===== config.mk =====
export PLATFORM = sky130hd
export DESIGN_NAME = ava_irq_ctrl
export DESIGN_NICKNAME = d
export VERILOG_FILES = /design/src/rtl/ava_irq_ctrl.sv
export SDC_FILE = /design/constraint.sdc
export NUM_CORES = 1
export LEC_CHECK = 0
export ABC_CLOCK_PERIOD_IN_PS = 1800
export BUFFER_PORTS_ARGS = -buffer_cell sky130_fd_sc_hd__buf_2
export CAP_MARGIN = 0
export CORE_MARGIN = 1
export CORE_UTILIZATION = 35
export DETAILED_ROUTE_END_ITERATION = 10
export HOLD_SLACK_MARGIN = 0.12
export PLACE_DENSITY = 0.94
export SLEW_MARGIN = 5
export SYNTH_ARGS = -nofsm -noshare
export SYNTH_HDL_FRONTEND = slang
export SYNTH_SLANG_ARGS = --single-unit

===== constraint.sdc =====
create_clock -name clk -period 1.8 [get_ports clk]
set_input_delay 0.18 -clock clk [delete_from_list [all_inputs] [get_ports clk]]
set_output_delay 0.18 -clock clk [all_outputs]
set_load 0.03 [all_outputs]

===== src/rtl/ava_irq_ctrl.sv =====
// AVA interrupt controller: N level/edge sources with pending, enable,
// W1C clear and sticky overflow, one registered interrupt line to the core.
module ava_irq_ctrl #(
  parameter int unsigned          N_SOURCES    = 2,
  parameter logic [N_SOURCES-1:0] EDGE_MASK    = N_SOURCES'(1),
  parameter logic [N_SOURCES-1:0] RESET_ENABLE = '0
) (
  input  logic                 clk,
  input  logic                 rst,
  input  logic [N_SOURCES-1:0] src_i,
  input  logic                 reg_addr,
  input  logic                 reg_we,
  input  logic                 reg_re,
  input  logic [31:0]          reg_wdata,
  output logic [31:0]          reg_rdata,
  output logic                 irq_o
);

  if (N_SOURCES < 1 || N_SOURCES > 16) begin : g_bad_n
    $error("ava_irq_ctrl: N_SOURCES must be in 1..16");
  end

  logic [N_SOURCES-1:0] src_q;
  logic [N_SOURCES-1:0] pending;
  logic [N_SOURCES-1:0] enable;
  logic [N_SOURCES-1:0] overflow;

  logic [N_SOURCES-1:0] evt;
  logic [N_SOURCES-1:0] pend_w1c;
  logic [N_SOURCES-1:0] ovf_w1c;
  logic [N_SOURCES-1:0] ovf_set;
  logic                 ctrl_wr;
  logic                 ovf_wr;
  logic [31:0]          ctrl_view;
  logic [31:0]          ovf_view;

  // Upper write-data bits are architecturally ignored.
  logic unused_wdata;
  assign unused_wdata = ^reg_wdata;

  always_comb begin
    ctrl_wr  = reg_we && !reg_addr;
    ovf_wr   = reg_we && reg_addr;
    evt      = (src_i & ~src_q & EDGE_MASK) | (src_i & ~EDGE_MASK);
    pend_w1c = ctrl_wr ? reg_wdata[N_SOURCES-1:0] : '0;
    ovf_w1c  = ovf_wr  ? reg_wdata[N_SOURCES-1:0] : '0;
    // An edge is lost only if the pending bit survives this cycle anyway.
    ovf_set  = evt & pending & ~pend_w1c & EDGE_MASK;
  end

  always_comb begin
    ctrl_view = '0;
    ctrl_view[N_SOURCES-1:0]           = pending;
    ctrl_view[2*N_SOURCES-1:N_SOURCES] = enable;
    ovf_view  = '0;
    ovf_view[N_SOURCES-1:0]            = overflow;
  end

  always_ff @(posedge clk) begin
    if (rst) begin
      src_q     <= '0;
      pending   <= '0;
      enable    <= RESET_ENABLE;
      overflow  <= '0;
      reg_rdata <= '0;
      irq_o     <= 1'b0;
    end else begin
      src_q    <= src_i;
      pending  <= (pending & ~pend_w1c) | evt;
      overflow <= ((overflow & ~ovf_w1c) | ovf_set) & EDGE_MASK;
      if (ctrl_wr) begin
        enable <= reg_wdata[2*N_SOURCES-1:N_SOURCES];
      end
      if (reg_re) begin
        reg_rdata <= reg_addr ? ovf_view : ctrl_view;
      end
      irq_o <= |(pending & enable);
    end
  end

endmodule


Yosys cells after proc, flatten, opt, wreduce, memory -nomap -nowiden

Cells that the tools add are included.

Flip-flop bits (word level): 39
Bits of input ports: 39
Output and inout bits: 33
Word-level logic and storage cells: 25

Muxes and demuxes: 3
Bitwise gates (word level): 12
Reductions and logical operators: 4

Operator list:

| operator                            | number |
|---|---|
| 1-bit bitwise AND                   | 4 |
| 2-bit bitwise AND                   | 2 |
| 4-bit two-way mux                   | 1 |
| 1-bit logical AND                   | 2 |
| 2-bit two-way mux                   | 1 |
| 1-bit NOT                           | 2 |
| 2-bit NOT                           | 1 |
| 1-bit by 2-bit OR with 2-bit output | 1 |
| 2-bit OR                            | 1 |
| 2-bit OR reduction                  | 1 |
| 1-bit zero test                     | 1 |
| 1-bit two-way mux                   | 1 |
| 1-bit OR                            | 1 |

Logic depth before layout (Yosys ltp)

Gate-level depths: netlist of run 1.

Depth after elaboration: 6
Mapped depth: 3
Depth with buffers taken out: 3

Least setup slack after synthesis of run 1

OpenSTA, ideal clock, no wires.

Kind: reg2reg
From: reg, netlist name reg_rdata[0]
To: reg reg_rdata[0]
Setup time: 0.079 ns
Data arrival time: 0.735 ns
Required time: 1.721 ns
Slack: 0.985 ns
Cell stages (with the launch flop): 3
Path buffers: 0
Period minus slack after synthesis: 0.815 ns
Cells stage by stage: dfxtp_1 nor2_1 a211oi_2

RTL lines:

| element                | RTL line | source |
|---|---|---|
| end signal: assignment | 75       | `reg_rdata <= reg_addr ? ovf_view : ctrl_view;` |
| end: declaration       | 15       | `output logic [31:0] reg_rdata,` |

Final worst setup path of run 1

From: reg reg_rdata[1]
To: out reg_rdata[1]

No word-level cell between the ends.

==> flow_summary_export.csv, run 1 <==
group,metric,value,unit
clock_network,cts_max_level,1,
floorplanning,die_w,44.6,um
worst_hold_path,holdPathEnd,"enable[1]",
layout,most-common-layout-cells,"conb_1, buf_2, dfxtp_1",
synthesis,synthMuxAreaShare,4.72,%
clock_network,cts_tree,"done",
timing,fmax,1030,MHz
worst_hold_path,hp-start,"reg_wdata[3]",
clock_network,root_buffer,"clkbuf_4",
critical_path,r2r-start,"src_q[0]",
layout,nNetsFinal,130,
synthesis,synth_xor_xnor_area_share,0,%
synthesis,avgSynthCellArea,8.83,um^2
pwr,p_per_area,839,nW/um^2
floorplanning,fp.coreArea,1710,um^2
floorplanning,rows,15,
worst_hold_path,worst_hold_path_type,"in -> reg",
pwr,power.static_leakage,0.327,nW
clock_network,cts_buffers,3,
clock_network,clock-sinks,11,
synthesis,synth-compound-area-share,8.86,%
routing,dr.pass1.iters,4,
global_routing,grt_pass1_vias,341,
timing,finalSetupViolations,0,
global_routing,grt_max_degree,12,
timing,hold_violations,0,
critical_path,crit_buf_inv,1,
timing,fin_crit,0.974,ns
critical_path,worstPathArrival,0.79,ns
critical_path,startpoint,"reg_rdata[1]",
timing,tns,0,ns
clock_network,worst_skew_pair.late_latency,0.27,ns
global_routing,grt_pass1_wl,1.41,mm
floorplanning,start_util,37.2,%
critical_path,crit_type,"reg -> out",
layout,finalNonFillerCells,115,
clock_network,clk_pin_slew_worst_paths,0.06,ns
layout,final_common_cell,"conb_1",
critical_path,path_max_fanout,2,
routing,num_vias,430,
synthesis,ys_types,17,
placed_design,post-place-ws,0.907,ns
placed_design,io_buffers,15,
placed_design,post-place-cells,110,
synthesis,syn-cell-area,636,um^2
routing,drc,0,
critical_path,setup.worst_path.end_class,"primary output",
critical_path,rrSetupSlack,0.99,ns
synthesis,yosysWarnings,0,
routing,routedWlPerCell,7.73,um
floorplanning,die_area,1990,um^2
synthesis,syn_inst,72,
layout,drive_above_1_share,22.2,%
synthesis,yosysSeqAreaShare,34.6,%
run,max_cap_viol_count,0,
routing,wirelength,889,um
clock_network,ctsResizeCount,0,
layout,diodes,0,
global_routing,antenna_found_initial,0,
floorplanning,die_h,44.6,um
synthesis,synth-simple-area-share,16.7,%
synthesis,synth_top_family_by_area,"buffers and inverters",
critical_path,reg2regPathDepth,3,
global_routing,overflow,0,
routing,initialDrtViolationCount,5,
critical_path,reg2reg_to,"overflow[0]",
routing,vias_per_cell,3.74,
timing,period_share,54.1,%
critical_path,cp_cell_sequence,"buf_2",
clock_network,cts.path.max_buffers,2,
global_routing,grt.total_usage,10.3,%
routing,drt.antenna.violating_nets,0,
synthesis,synth-seq-cells,11,
timing,worst_slack,0.826,ns
critical_path,start_kind,"register",
critical_path,cp_slowest_stage_delay,0.33,ns
layout,final_util,38.9,%
worst_hold_path,holdPathStages,3,
layout,fillers,189,
run_status,status,"finished clean",
placed_design,dp_hpwl,691,um
critical_path,cp_slowest_cell,"dfxtp_1",
layout,area_growth,4.53,%
placed_design,place_congestion,0.738,
critical_path,cpLargestDelayFamily,"flip-flops",
critical_path,required,1.62,ns
synthesis,synthAdderAreaFrac,0,%
timing,fin_skew,0.000735,ns
floorplanning,io_pins,72,
timing,slew_violations,0,
timing,rsz0062_at_grt,"false",
pwr,peakVddDrop,0.452,mV
[registers in the layout, indices dropped and copies added, names as in the netlist]
register	cells
pending	2
overflow	1
enable	2
src_q	1
reg_rdata	4
irq_o	1
[through the flow]
stage / hold slack, ns / instance area [um^2] / total power (W)
after floorplan: 0.252 / 737 / 0.000421
after global placement: 0.374 / 628 / 0.000394
after detailed placement: 0.379 / 628 / 0.000396
after CTS: 0.140 / 664 / 0.000566
after global routing: 0.165 / 664 / 0.000590
final: 0.149 / 664 / 0.000557
[cell usage after synthesis]
| cell | number | area, um^2 |
|---|---|---|
| a211oi_2 | 1 | 12.5 |
| a21oi_1 | 4 | 20.0 |
| a22oi_1 | 2 | 15.0 |
| a311oi_1 | 1 | 8.76 |
| buf_2 | 1 | 5.00 |
| buf_4 | 28 | 210 |
| conb_1 | 1 | 3.75 |
| dfxtp_1 | 11 | 220 |
| inv_1 | 1 | 3.75 |
| mux2i_1 | 3 | 30.0 |
| nand2b_1 | 3 | 18.8 |
| nand3_1 | 1 | 5.00 |
| nand3b_1 | 4 | 30.0 |
| nor2_1 | 7 | 26.3 |
| nor2b_1 | 2 | 12.5 |
| nor2b_2 | 1 | 8.76 |
| nor3_1 | 1 | 5.00 |
[final cells by class]
class / instances / area (um^2) / area share (%)
Clock buffer: 4 / 26.3 / 3.95
Inverter: 1 / 3.75 / 0.565
Multi-Input combinational cell: 58 / 298 / 44.8
Sequential cell: 11 / 220 / 33.1
Tap cell: 25 / 31.3 / 4.71
Timing Repair Buffer: 16 / 85.1 / 12.8
[worst max path at each step]
stage | cells past startpoint | end | slack, ns
2_1_floorplan | 2 | reg_rdata[0] | 0.99
3_3_place_gp | 4 | enable[0] | 0.94
3_5_place_dp | 4 | enable[0] | 0.91
4_1_cts | 1 | reg_rdata[1] | 0.82
5_1_grt | 1 | reg_rdata[0] | 0.78
6_report | 1 | reg_rdata[1] | 0.83
[cell families after synthesis]
logic type / count (synthesis)
mux: 3
compound gates: 8
simple gates: 19
flops: 11
buf+inv: 30
other cells: 1
[timing repair]
item	CTS	global route
hold buffers	1	0
buffers inserted	0	0
endpoints found under the hold margin	1	0
[report_power, final]
part	internal, W	switching (W)	total, W	leakage, nW
clock	0.0000859	0.0000777	0.000164	0.0150
sequential	0.000255	0.00000727	0.000262	0.0902
combinational	0.0000260	0.000106	0.000132	0.222
[per-layer routing]
| layer | GRT usage, % | part of all wire [%] |
|---|---|---|
| met3 | 6.94 | 14 |
| met2 | 16.5 | 44 |
| met5 | 0 | 0 |
| met4 | 5.45 | 0 |
| met1 | 9.88 | 42 |
Power figures use the tool's default switching activity.
==> run 2, diff against run 1 <==
- ABC_CLOCK_PERIOD_IN_PS: 1800 -> 900
- CORE_UTILIZATION: 35 -> 33
- PLACE_DENSITY: 0.94 -> 0.9
- clock period: 1.8 -> 0.9 ns (I/O delays scaled with it)
==> flow_summary_export.csv, run 2 (synthesized netlist as in run 1, its figures left out) <==
group,metric,value,unit
run_status,status,"finished clean",
global_routing,grt_max_degree,12,
clock_network,cts.path.max_buffers,2,
layout,area_growth,13.2,%
timing,slew_violations,0,
layout,largest_reg_flops,4,
timing,worst_slack,0.0296,ns
pwr,peakVddDrop,1.02,mV
layout,nNetsFinal,134,
routing,vias_per_cell,3.91,
routing,initialDrtViolationCount,7,
timing,fin_skew,0.00349,ns
clock_network,root_buffer,"clkbuf_4",
critical_path,start_kind,"register",
routing,wirelength,981,um
global_routing,overflow,0,
critical_path,worstPathArrival,0.78,ns
floorplanning,rows,15,
floorplanning,io_pins,72,
clock_network,cts_buffers,3,
worst_hold_path,worst_hold_path_type,"in -> reg",
pwr,p_per_area,1570,nW/um^2
global_routing,grt_pass1_vias,372,
timing,fin_crit,0.870,ns
placed_design,io_buffers,15,
critical_path,crit_buf_inv,1,
timing,fmax,1150,MHz
critical_path,required,0.81,ns
floorplanning,start_util,36.0,%
layout,fillers,198,
global_routing,antenna_found_initial,0,
global_routing,grt_pass1_wl,1.53,mm
critical_path,cp_slowest_stage_delay,0.32,ns
timing,timing.hold.ws,0.137,ns
floorplanning,die_h,45.9,um
clock_network,cts_max_level,1,
floorplanning,die_w,45.9,um
routing,dr.pass1.iters,4,
clock_network,cts_tree,"done",
routing,drt.antenna.violating_nets,0,
critical_path,cp_cell_sequence,"buf_2",
critical_path,path_max_fanout,2,
floorplanning,fp.coreArea,1760,um^2
clock_network,worst_skew_pair.late_latency,0.26,ns
placed_design,placed_area,628,um^2
timing,rsz0062_at_grt,"false",
timing,finalSetupViolations,0,
layout,drive_above_1_share,20.2,%
critical_path,cp_slowest_cell,"dfxtp_1",
clock_network,clock-sinks,11,
pwr,p_total,0.00113,W
routing,routedWlPerCell,8.24,um
run,max_cap_viol_count,0,
routing,drc,0,
critical_path,setup.worst_path.end_class,"primary output",
placed_design,place_congestion,0.701,
critical_path,cpLargestDelayFamily,"flip-flops",
timing,hold_violations,0,
timing,period_share,96.7,%
clock_network,cts_setup_buffers,0,
critical_path,crit_type,"reg -> out",
timing,tns,0,ns
layout,diodes,0,
global_routing,grt.total_usage,10.2,%
placed_design,post-place-ws,0.104,ns
floorplanning,die_area,2110,um^2
pwr,power.static_leakage,0.353,nW
layout,largest_register,"reg_rdata",
clock_network,clk_pin_slew_worst_paths,0.07,ns
layout,reg_top3,"reg_rdata (4), enable (2), pending (2)",
placed_design,dp_hpwl,705,um
layout,most-common-layout-cells,"conb_1, dfxtp_1, buf_2",
layout,final_common_cell,"conb_1",
routing,num_vias,465,
layout,final_area,719,um^2
==> run 2: cell type report <==
class | instances | area (um^2) | share of cell area, %
multi-input combinational | 58 | 298 | 41.4
sequential | 11 | 220 | 30.6
timing repair buffer | 20 | 140 | 19.5
tap | 25 | 31.3 | 4.35
clock buffer | 4 | 26.3 | 3.65
inverter | 1 | 3.75 | 0.522
==> run 2: where the power goes <==
part / internal [W] / switching (W)
combinational: 0.0000677 / 0.000215
clock: 0.000171 / 0.000156
sequential: 0.000509 / 0.0000141
total: 0.000748 / 0.000385
==> run 2: metal layers <==
layer | up-vias | global-route usage, % | wire, um
li1 | 224 | - | -
met1 | 207 | 12.7 | 394
met2 | 34 | 16.3 | 466
met3 | 0 | 5.95 | 120
met4 | 0 | 0 | 0
met5 | - | 0 | 0
==> run 2: path summary, 6_finish.rpt <==
check	depth (start not counted)	to	start	slack, ns
worst max-delay path	1	reg_rdata[1]	reg_rdata[1]	0.03
worst min-delay path	2	reg_rdata[0]	rst	0.14
worst max register to register	3	overflow[0]	src_q[0]	0.10
worst min register to register	2	reg_rdata[3]	reg_rdata[3]	0.48
==> run 2: per-stage QoR <==
step           std cells  util [%]
2_1_floorplan         99         -
3_3_place_gp         110      35.6
3_5_place_dp         110      35.6
4_1_cts              120      40.5
5_1_grt              119      40.8
6_report             119      40.8
==> run 2: repair_timing <==
| item | in CTS | in global routing |
|---|---|---|
| resized for setup | 0 | 7 |
| endpoints found under the setup margin | 0 | 4 |
| hold endpoints to repair | 5 | 0 |
| hold buffers | 6 | 0 |
==> run 3, diff against run 2 <==
==> constraint.sdc (replaced) <==
create_clock -name clk -period 0.9 [get_ports clk]
set_input_delay 0.045 -clock clk [delete_from_list [all_inputs] [get_ports clk]]
set_output_delay 0.045 -clock clk [all_outputs]
set_load 0.03 [all_outputs]
==> flow_summary_export.csv, run 3 (synthesized netlist as in run 1, its figures left out) <==
group,metric,value,unit
run_status,status,"finished clean",
layout,drive_above_1_share,20.8,%
layout,final_common_cell,"conb_1",
critical_path,reg2reg_to,"overflow[0]",
global_routing,grt_pass1_wl,1.53,mm
placed_design,post-place-ws,0.122,ns
clock_network,root_buffer,"clkbuf_4",
pwr,peakVddDrop,1.02,mV
critical_path,required,0.85,ns
critical_path,path_max_fanout,2,
timing,slew_violations,0,
layout,diodes,0,
clock_network,ctsResizeCount,0,
routing,routedWlPerCell,8.21,um
layout,fillers,194,
floorplanning,die_h,45.9,um
critical_path,cp_num_cells,1,
layout,area_growth,14.0,%
routing,vias_per_cell,3.88,
placed_design,place_congestion,0.701,
critical_path,crit_type,"reg -> out",
critical_path,crit_buf_inv,1,
clock_network,worst_skew_pair.late_latency,0.26,ns
layout,most-common-layout-cells,"conb_1, buf_2, dfxtp_1",
critical_path,cp_cell_sequence,"buf_2",
layout,multi_input_area,298,um^2
critical_path,startpoint,"reg_rdata[3]",
placed_design,io_buffers,15,
global_routing,grt_pass1_vias,372,
critical_path,cp_slowest_cell,"dfxtp_1",
pwr,p_per_area,1570,nW/um^2
critical_path,setup.worst_path.end_class,"primary output",
global_routing,overflow,0,
clock_network,clk_pin_slew_worst_paths,0.07,ns
layout,largest_reg_flops,4,
run,max_cap_viol_count,0,
timing,fin_skew,0.00312,ns
timing,fin_crit,0.837,ns
global_routing,grt.total_usage,10.2,%
clock_network,cts.path.max_buffers,2,
layout,finalNonFillerCells,121,
global_routing,grt_max_degree,12,
critical_path,reg2regPathDepth,3,
routing,num_vias,469,
critical_path,rrSetupSlack,0.10,ns
clock_network,postCtsHoldBufs,7,
layout,nNetsFinal,136,
floorplanning,fp.coreArea,1760,um^2
pwr,power.static_leakage,0.352,nW
placed_design,dp_hpwl,705,um
routing,wirelength,994,um
timing,fmax,1190,MHz
layout,regArea,220,um^2
routing,drc,0,
layout,largest_register,"reg_rdata",
floorplanning,rows,15,
clock_network,cts_buffers,3,
global_routing,antenna_found_initial,0,
timing,rsz0062_at_grt,"false",
critical_path,worstPathArrival,0.79,ns
critical_path,start_kind,"register",
clock_network,cts_setup_buffers,0,
timing,finalSetupViolations,0,
timing,tns,0,ns
floorplanning,die_w,45.9,um
timing,period_share,93.0,%
floorplanning,die_area,2110,um^2
clock_network,cts_max_level,1,
floorplanning,start_util,36.0,%
worst_hold_path,worst_hold_path_type,"in -> reg",
routing,dr.pass1.iters,4,
clock_network,cts_tree,"done",
timing,hold_violations,0,
floorplanning,io_pins,72,
layout,reg_top3,"reg_rdata (4), enable (2), pending (2)",
clock_network,clock-sinks,11,
critical_path,r2r-start,"src_q[0]",
placed_design,post-place-cells,110,
critical_path,cpLargestDelayFamily,"flip-flops",
critical_path,endpoint,"reg_rdata[3]",
routing,initialDrtViolationCount,8,
critical_path,cp_slowest_stage_delay,0.33,ns
timing,worst_slack,0.0628,ns
routing,drt.antenna.violating_nets,0,
==> run 3: through the flow <==
stage | area (um^2) | total power [W] | utilization (%) | hold slack (ns)
6_report | 724 | 0.00113 | 41.1 | 0.156
5_1_grt | 724 | 0.00120 | 41.1 | 0.174
2_1_floorplan | 737 | 0.000842 | - | 0.117
3_5_place_dp | 628 | 0.000793 | 35.6 | 0.251
3_3_place_gp | 628 | 0.000789 | 35.6 | 0.245
4_1_cts | 724 | 0.00114 | 41.1 | 0.151
==> run 3: where the power goes <==
part | switching [W] | internal (W)
sequential | 0.0000139 | 0.000509
clock | 0.000155 | 0.000171
combinational | 0.000216 | 0.0000690
total | 0.000385 | 0.000749
==> run 3: worst min-delay path by stage <==
| stage | from | end | slack (ns) | cells past startpoint |
|---|---|---|---|---|
| 5_1_grt | reg_addr | reg_rdata[3] | 0.17 | 3 |
| 3_5_place_dp | reg_wdata[1] | pending[1] | 0.25 | 2 |
| 3_3_place_gp | reg_wdata[1] | pending[1] | 0.24 | 2 |
| 2_1_floorplan | rst | src_q[0] | 0.12 | 1 |
| 6_report | reg_addr | reg_rdata[3] | 0.16 | 3 |
| 4_1_cts | reg_addr | reg_rdata[3] | 0.15 | 3 |
==> run 3: final cells by class <==
class                      instances  share of cell area (%)
multi-input combinational         58                    41.1
sequential                        11                    30.4
timing repair buffer              22                    20.0
tap                               25                    4.32
clock buffer                       4                    3.63
inverter                           1                   0.518
==> run 3: layer usage <==
layer	vias up	share of wire (%)	track usage [%]
li1	228	-	-
met1	209	42	12.7
met2	32	47	16.3
met3	0	11	5.95
met4	0	0	0
met5	-	0	0
